===== src/rtl/fta_bus_pkg.sv =====
// FTA bus command/response types shared by the I/O bridge masters and slaves,
// plus the I/O arbiter's state encoding and idle address constant.
package fta_bus_pkg;

  typedef logic [7:0] fta_tranid_t;

  typedef struct packed {
    logic         cyc;
    logic         stb;
    logic         we;
    logic [15:0]  sel;
    fta_tranid_t  tid;
    logic [31:0]  padr;
    logic [127:0] dat;
  } fta_cmd_request128_t;

  typedef struct packed {
    fta_tranid_t  tid;
    logic         stall;
    logic         ack;
    logic         err;
    logic         rty;
    logic [127:0] dat;
  } fta_cmd_response128_t;

  typedef enum logic [1:0] {
    ST_IDLE,
    ST_ISSUE,
    ST_WAIT_RESP,
    ST_COMPLETE
  } fta_ioarb_state_t;

  localparam logic [31:0] FTA_IDLE_PADR = 32'hFFFFFFFF;

endpackage


===== src/rtl/fta_rr_pick.sv =====
// Rotate-priority picker: grants the first asserting requester at or after ptr.
module fta_rr_pick #(
  parameter int NREQ = 4,
  parameter int IW   = $clog2(NREQ)
) (
  input  logic [NREQ-1:0] req,
  input  logic [IW-1:0]   ptr,
  output logic [NREQ-1:0] grant,
  output logic [IW-1:0]   grant_idx
);

  logic [IW-1:0] idx;

  // Scan from the farthest position back to ptr so the nearest hit wins.
  always_comb begin
    grant     = '0;
    grant_idx = '0;
    idx       = '0;
    for (int k = NREQ - 1; k >= 0; k--) begin
      idx = IW'((int'(ptr) + k) % NREQ);
      if (req[idx]) begin
        grant      = '0;
        grant[idx] = 1'b1;
        grant_idx  = idx;
      end
    end
  end

endmodule


===== src/rtl/fta_io_arbiter128.sv =====
// Round-robin arbiter sharing one 128-bit FTA slave port among NREQ masters,
// one transaction in flight, with a watchdog that turns a lost response into err.
module fta_io_arbiter128
  import fta_bus_pkg::*;
#(
  parameter int NREQ    = 4,
  parameter int TIMEOUT = 1023
) (
  input  logic                                rst_i,
  input  logic                                clk_i,
  input  fta_cmd_request128_t  [NREQ-1:0]     s_req,
  output fta_cmd_response128_t [NREQ-1:0]     s_resp,
  output fta_cmd_request128_t                 m_req,
  input  fta_cmd_response128_t                m_resp,
  output logic                                busy_o
);

  localparam int IW = $clog2(NREQ);

  fta_ioarb_state_t     state, state_nxt;
  logic [IW-1:0]        rr_ptr, gidx, pick_idx;
  logic [NREQ-1:0]      req_cyc, pick_grant;
  fta_cmd_request128_t  lreq;
  fta_cmd_response128_t resp_q;
  logic [9:0]           wdog;
  logic                 match, tmo;

  always_comb begin
    req_cyc = '0;
    for (int i = 0; i < NREQ; i++) req_cyc[i] = s_req[i].cyc;
  end

  fta_rr_pick #(.NREQ(NREQ), .IW(IW)) u_pick (
    .req       (req_cyc),
    .ptr       (rr_ptr),
    .grant     (pick_grant),
    .grant_idx (pick_idx)
  );

  assign match = (state == ST_WAIT_RESP) && (m_resp.ack || m_resp.err || m_resp.rty) &&
                 (m_resp.tid == lreq.tid);
  // Fires on the cycle the count would reach TIMEOUT; a real match still wins.
  assign tmo   = (state == ST_WAIT_RESP) && ((wdog + 10'd1) == 10'(TIMEOUT));

  always_comb begin
    state_nxt = state;
    case (state)
      ST_IDLE:      if (|req_cyc) state_nxt = ST_ISSUE;
      ST_ISSUE:     state_nxt = ST_WAIT_RESP;
      ST_WAIT_RESP: if (match || tmo) state_nxt = ST_COMPLETE;
      ST_COMPLETE:  state_nxt = ST_IDLE;
      default:      state_nxt = ST_IDLE;
    endcase
  end

  always_ff @(posedge clk_i) begin
    if (rst_i) begin
      state  <= ST_IDLE;
      rr_ptr <= '0;
      gidx   <= '0;
      lreq   <= '0;
      resp_q <= '0;
      wdog   <= '0;
    end else begin
      state <= state_nxt;
      case (state)
        ST_IDLE: if (|req_cyc) begin
          gidx <= pick_idx;
          lreq <= s_req[pick_idx];
        end
        ST_ISSUE: wdog <= '0;
        ST_WAIT_RESP: begin
          wdog <= wdog + 10'd1;
          if (match) resp_q <= m_resp;
          else if (tmo) begin
            resp_q     <= '0;
            resp_q.err <= 1'b1;
            resp_q.tid <= lreq.tid;
          end
        end
        // A retry keeps the pointer so the same master re-wins if still asking.
        ST_COMPLETE: if (!resp_q.rty)
          rr_ptr <= (int'(gidx) == NREQ - 1) ? '0 : gidx + 1'b1;
        default: ;
      endcase
    end
  end

  always_comb begin
    m_req      = '0;
    m_req.padr = FTA_IDLE_PADR;
    if (state == ST_ISSUE) begin
      m_req     = lreq;
      m_req.cyc = 1'b1;
      m_req.stb = 1'b1;
    end
  end

  always_comb begin
    s_resp = '0;
    for (int i = 0; i < NREQ; i++) begin
      if (state == ST_COMPLETE && int'(gidx) == i) s_resp[i] = resp_q;
      s_resp[i].stall = s_resp[i].stall |
                        (req_cyc[i] && !(state == ST_IDLE && pick_grant[i]));
    end
  end

  assign busy_o = (state != ST_IDLE);

endmodule


===== config.mk =====
export PLATFORM = sky130hd
export DESIGN_NAME = fta_io_arbiter128
export DESIGN_NICKNAME = d
export VERILOG_FILES = /design/src/rtl/fta_bus_pkg.sv /design/src/rtl/fta_rr_pick.sv /design/src/rtl/fta_io_arbiter128.sv
export SDC_FILE = /design/constraint.sdc
export NUM_CORES = 1
export LEC_CHECK = 0
export BUFFER_PORTS_ARGS = -buffer_cell sky130_fd_sc_hd__buf_2
export CAP_MARGIN = 15
export CELL_PAD_IN_SITES_DETAIL_PLACEMENT = 1
export CELL_PAD_IN_SITES_GLOBAL_PLACEMENT = 1
export CORE_AREA = 5 5 629 631
export DETAILED_ROUTE_END_ITERATION = 8
export DIE_AREA = 0 0 634 636
export PLACE_DENSITY_LB_ADDON = 0.25
export SETUP_SLACK_MARGIN = 0.2
export SYNTH_ARGS = -nofsm -noshare
export SYNTH_HDL_FRONTEND = slang
export SYNTH_SLANG_ARGS = --single-unit

===== constraint.sdc =====
create_clock -name clk_i -period 3.5 [get_ports clk_i]
set_input_delay 0.7 -clock clk_i [delete_from_list [all_inputs] [get_ports clk_i]]
set_output_delay 0.7 -clock clk_i [all_outputs]
set_load 0.03 [all_outputs]

==> results by group <==
Outcome
  – Status: finished clean

Placed design
  – Pre-CTS setup slack: -330.3 ps
  – Post-Place Cell Area: 38520 um^2
  – HPWL after DPL: 223100 um
  – GPL Wtd Cong: 0.8305
  – Inst Count DP: 9594
  – Number of I/O port buffers: 1633

Drt
  – Via density: 3.262
  – Drt initial violations: 1850
  – Via Count: 31860
  – Routed wire length per instance: 27.30 um
  – 1st-pass router iterations: 5
  – Post-route ant nets: 0
  – Drt total wl: 266700 um
  – DRC viols: 0

Yosys
  – Async set-reset flop share out of synthesis: 0%
  – Syn Inst Count: 2951
  – Yosys reg bits: 341
  – Seq/Total Area, Yosys: 29.29%
  – Post-synthesis cell type count: 60
  – Syn Area/Cell: 7.897 um^2
  – Main synth FF type: dfxtp_1
  – EDFF count, synth: 0
  – Synth Net Count: 3859
  – Yosys warning count: 0
  – Synthesized area: 23300 um^2

Setup path
  – Crit-path cells: buf_12, mux4_2, buf_6, a22o_1, mux2i_1, o211ai_1, nand2_1, buf_12
  – Crit-path max FO: 5
  – Reg2reg end: lreq[79]
  – Crit-path most repeated cell: buf_12
  – Top delay family on crit path: multiplexers
  – CP required: 2800 ps
  – Crit path largest cell delay: 560 ps
  – Reg-to-reg critical path startpoint: rr_ptr[0]
  – Worst R2R Setup Slack: 300 ps
  – CP Class: register to primary output
  – Crit end category: primary output
  – Setup crit start kind: register
  – Arrival @ worst endpoint: 2630 ps
  – Slowest-stage cell, CP: mux4_2
  – CP bufs+invs: 3
  – FF-to-FF path depth: 12

Final layout
  – Ratio of cells with drive above 1 in the final layout: 44.52%
  – Final cell count without fillers: 9769
  – Layout Area Growth over Synthesis: 75.83%
  – Most common cell after layout, fill and taps aside: buf_2
  – Final #Nets: 5392
  – Register area: 6832 um^2
  – Most frequent cells in the layout: buf_2, and3_1, dfxtp_1, a211oi_1, nor2_1
  – Fin area: 40970 um^2
  – Multi-input logic area: 14790 um^2
  – Fill cells: 46900

Timing
  – Final worst slack: 173.5 ps
  – Tmin final: 3327 ps
  – Tcrit/Tclk final: 95.04%
  – Hold Violations, Final: 0
  – RSZ-0062 raised after global routing: yes
  – Max-slew violation count: 0
  – Setup_tns: 0 ps
  – Max_slew headroom: 39.47%
  – Worst Tran Pin Value: 908.0 ps
  – Final setup vio count: 0
  – Fmax: 300.6 MHz
  – Worst Skew: 49.26 ps

Power and ir drop
  – Leakage: 20.53 nW
  – Max VDD drop: 0.0005107 V
  – Total Power: 0.02564 W
  – PwrDens: 625.7 nW/um^2

Clock network
  – Clk buf depth: 3
  – Number of CTS-inserted buffers: 54
  – CTS tree: yes
  – Clk sinks: 341
  – Clk_lat worst skew: 730 ps
  – CTS H-tree lvls: 2
  – Cts-stage hold buffer count: 0
  – Reg clk slew, reported paths: 60 ps
  – Root Driver: clkbuf_16

GRT
  – Total congestion overflow: 0
  – Initial antenna violation count: 177
  – Largest net degree at the start of global routing: 115
  – Global-route wire length before repair: 340500 um
  – GRT Total Usage: 12.51%
  – Vias in the first global route: 32760

Run
  – Max-cap viol count: 0

Die
  – Initial cell density of the core: 5.998%
  – Top-Level Pins: 1638
  – Die Footprint: 403200 um^2
  – # rows: 229
  – Die X: 634 um
  – Die Ht: 636 um
  – CORE AREA: 388500 um^2

Worst hold path
  – Hold crit path type: input port to register
  – Hold Path Sink: resp_q[63]
  – Hold path start: m_resp[63]
  – Cells on Worst Hold Path: 2
==> cell families after synthesis <==
| logic type | share of synthesized area (%) |
|---|---|
| compound gates | 19.97 |
| xor+xnor | 0.4134 |
| fa+ha+maj | 0.9665 |
| buf+inv | 8.070 |
| flops | 29.29 |
| mux | 2.615 |
| simple gates | 38.67 |
==> worst max-delay path by stage <==
stage                            from  slack [ps]           to  cells after the start
after floorplan             rr_ptr[0]         420  s_resp[551]                     10
after global placement     s_req[560]        -770     lreq[53]                      8
after detailed placement  m_resp[129]        -330   resp_q[32]                      9
after CTS                   rr_ptr[0]           6  s_resp[551]                      8
after global routing        rr_ptr[0]         -20  s_resp[551]                      8
final                       rr_ptr[0]         170  s_resp[551]                      8
==> power by group <==
part | switching, W | internal (W) | leakage [nW] | total (W)
sequential | 0.000641 | 0.00493 | 2.80 | 0.00557
combinational | 0.00943 | 0.00471 | 16.8 | 0.0141
clock | 0.00237 | 0.00357 | 0.905 | 0.00594
total | 0.0124 | 0.0132 | 20.5 | 0.0256
==> sequential cells by signal, summed over array words and instances, names as in the netlist <==
name / flops
lreq: 185
rr_ptr: 2
gidx: 2
state: 2
wdog: 10
resp_q: 140
==> what timing repair did <==
| item | CTS | global route |
|---|---|---|
| pin swaps | 8 | 5 |
| endpoints found under the setup margin | 613 | 10 |
| setup buffers | 27 | 2 |
| cloned | 2 | 0 |
| resized for setup | 28 | 4 |
| endpoints found under the hold margin | 0 | 0 |
==> synth_stat cells (3+ instances only) <==
master / number / area (um^2)
mux4_2: 4 / 90.09
a211oi_1: 334 / 2507
a22o_1: 135 / 1182
inv_1: 12 / 45.04
a21oi_1: 22 / 110.1
and3_1: 907 / 5674
xor2_1: 10 / 87.58
a21boi_0: 19 / 142.6
nor4_1: 169 / 1057
nand3_1: 7 / 35.03
nand2b_1: 33 / 206.5
mux2_4: 10 / 150.1
buf_6: 19 / 214.0
mux2_2: 7 / 78.83
a32oi_1: 5 / 43.79
o21ai_1: 11 / 55.05
a22oi_1: 16 / 120.1
o311ai_1: 3 / 26.28
or3_1: 3 / 18.77
nor2b_1: 4 / 25.02
and4_1: 3 / 26.28
o211ai_1: 18 / 135.1
buf_4: 21 / 157.7
nor3_1: 7 / 35.03
and2_1: 155 / 969.7
clkbuf_1: 241 / 904.6
nand3b_1: 8 / 60.06
nor2_1: 188 / 705.7
nand4_1: 3 / 18.77
nand2_1: 24 / 90.09
mux2i_1: 29 / 290.3
o21ai_0: 26 / 130.1
ha_1: 18 / 225.2
buf_2: 109 / 545.5
dfxtp_1: 341 / 6827
==> through the flow <==
step | hold slack, ps | utilization, %
2_1_floorplan | 436.2 | -
3_3_place_gp | 461.8 | 9.912
3_5_place_dp | 469.1 | 9.916
4_1_cts | 87.49 | 10.51
5_1_grt | 131.6 | 10.53
6_report | 219.3 | 10.55
==> final cells by class <==
cell class / count / area share, %
antenna: 50 / 0.3054
clock buffer: 82 / 4.028
clock inverter: 12 / 0.4764
inverter: 15 / 0.1435
multi-input combinational: 2205 / 36.11
sequential: 341 / 16.67
tap: 5197 / 15.87
timing repair buffer: 1867 / 26.40
==> metal layers <==
layer | part of all wire [%] | up-vias | track usage (%)
met5 | 0.085 | - | 0
met4 | 3.2 | 40 | 3.268
met3 | 5.9 | 400 | 2.510
met2 | 53 | 1403 | 24.04
met1 | 38 | 15800 | 13.78
li1 | - | 14220 | -
Power figures use the tool's default switching activity.
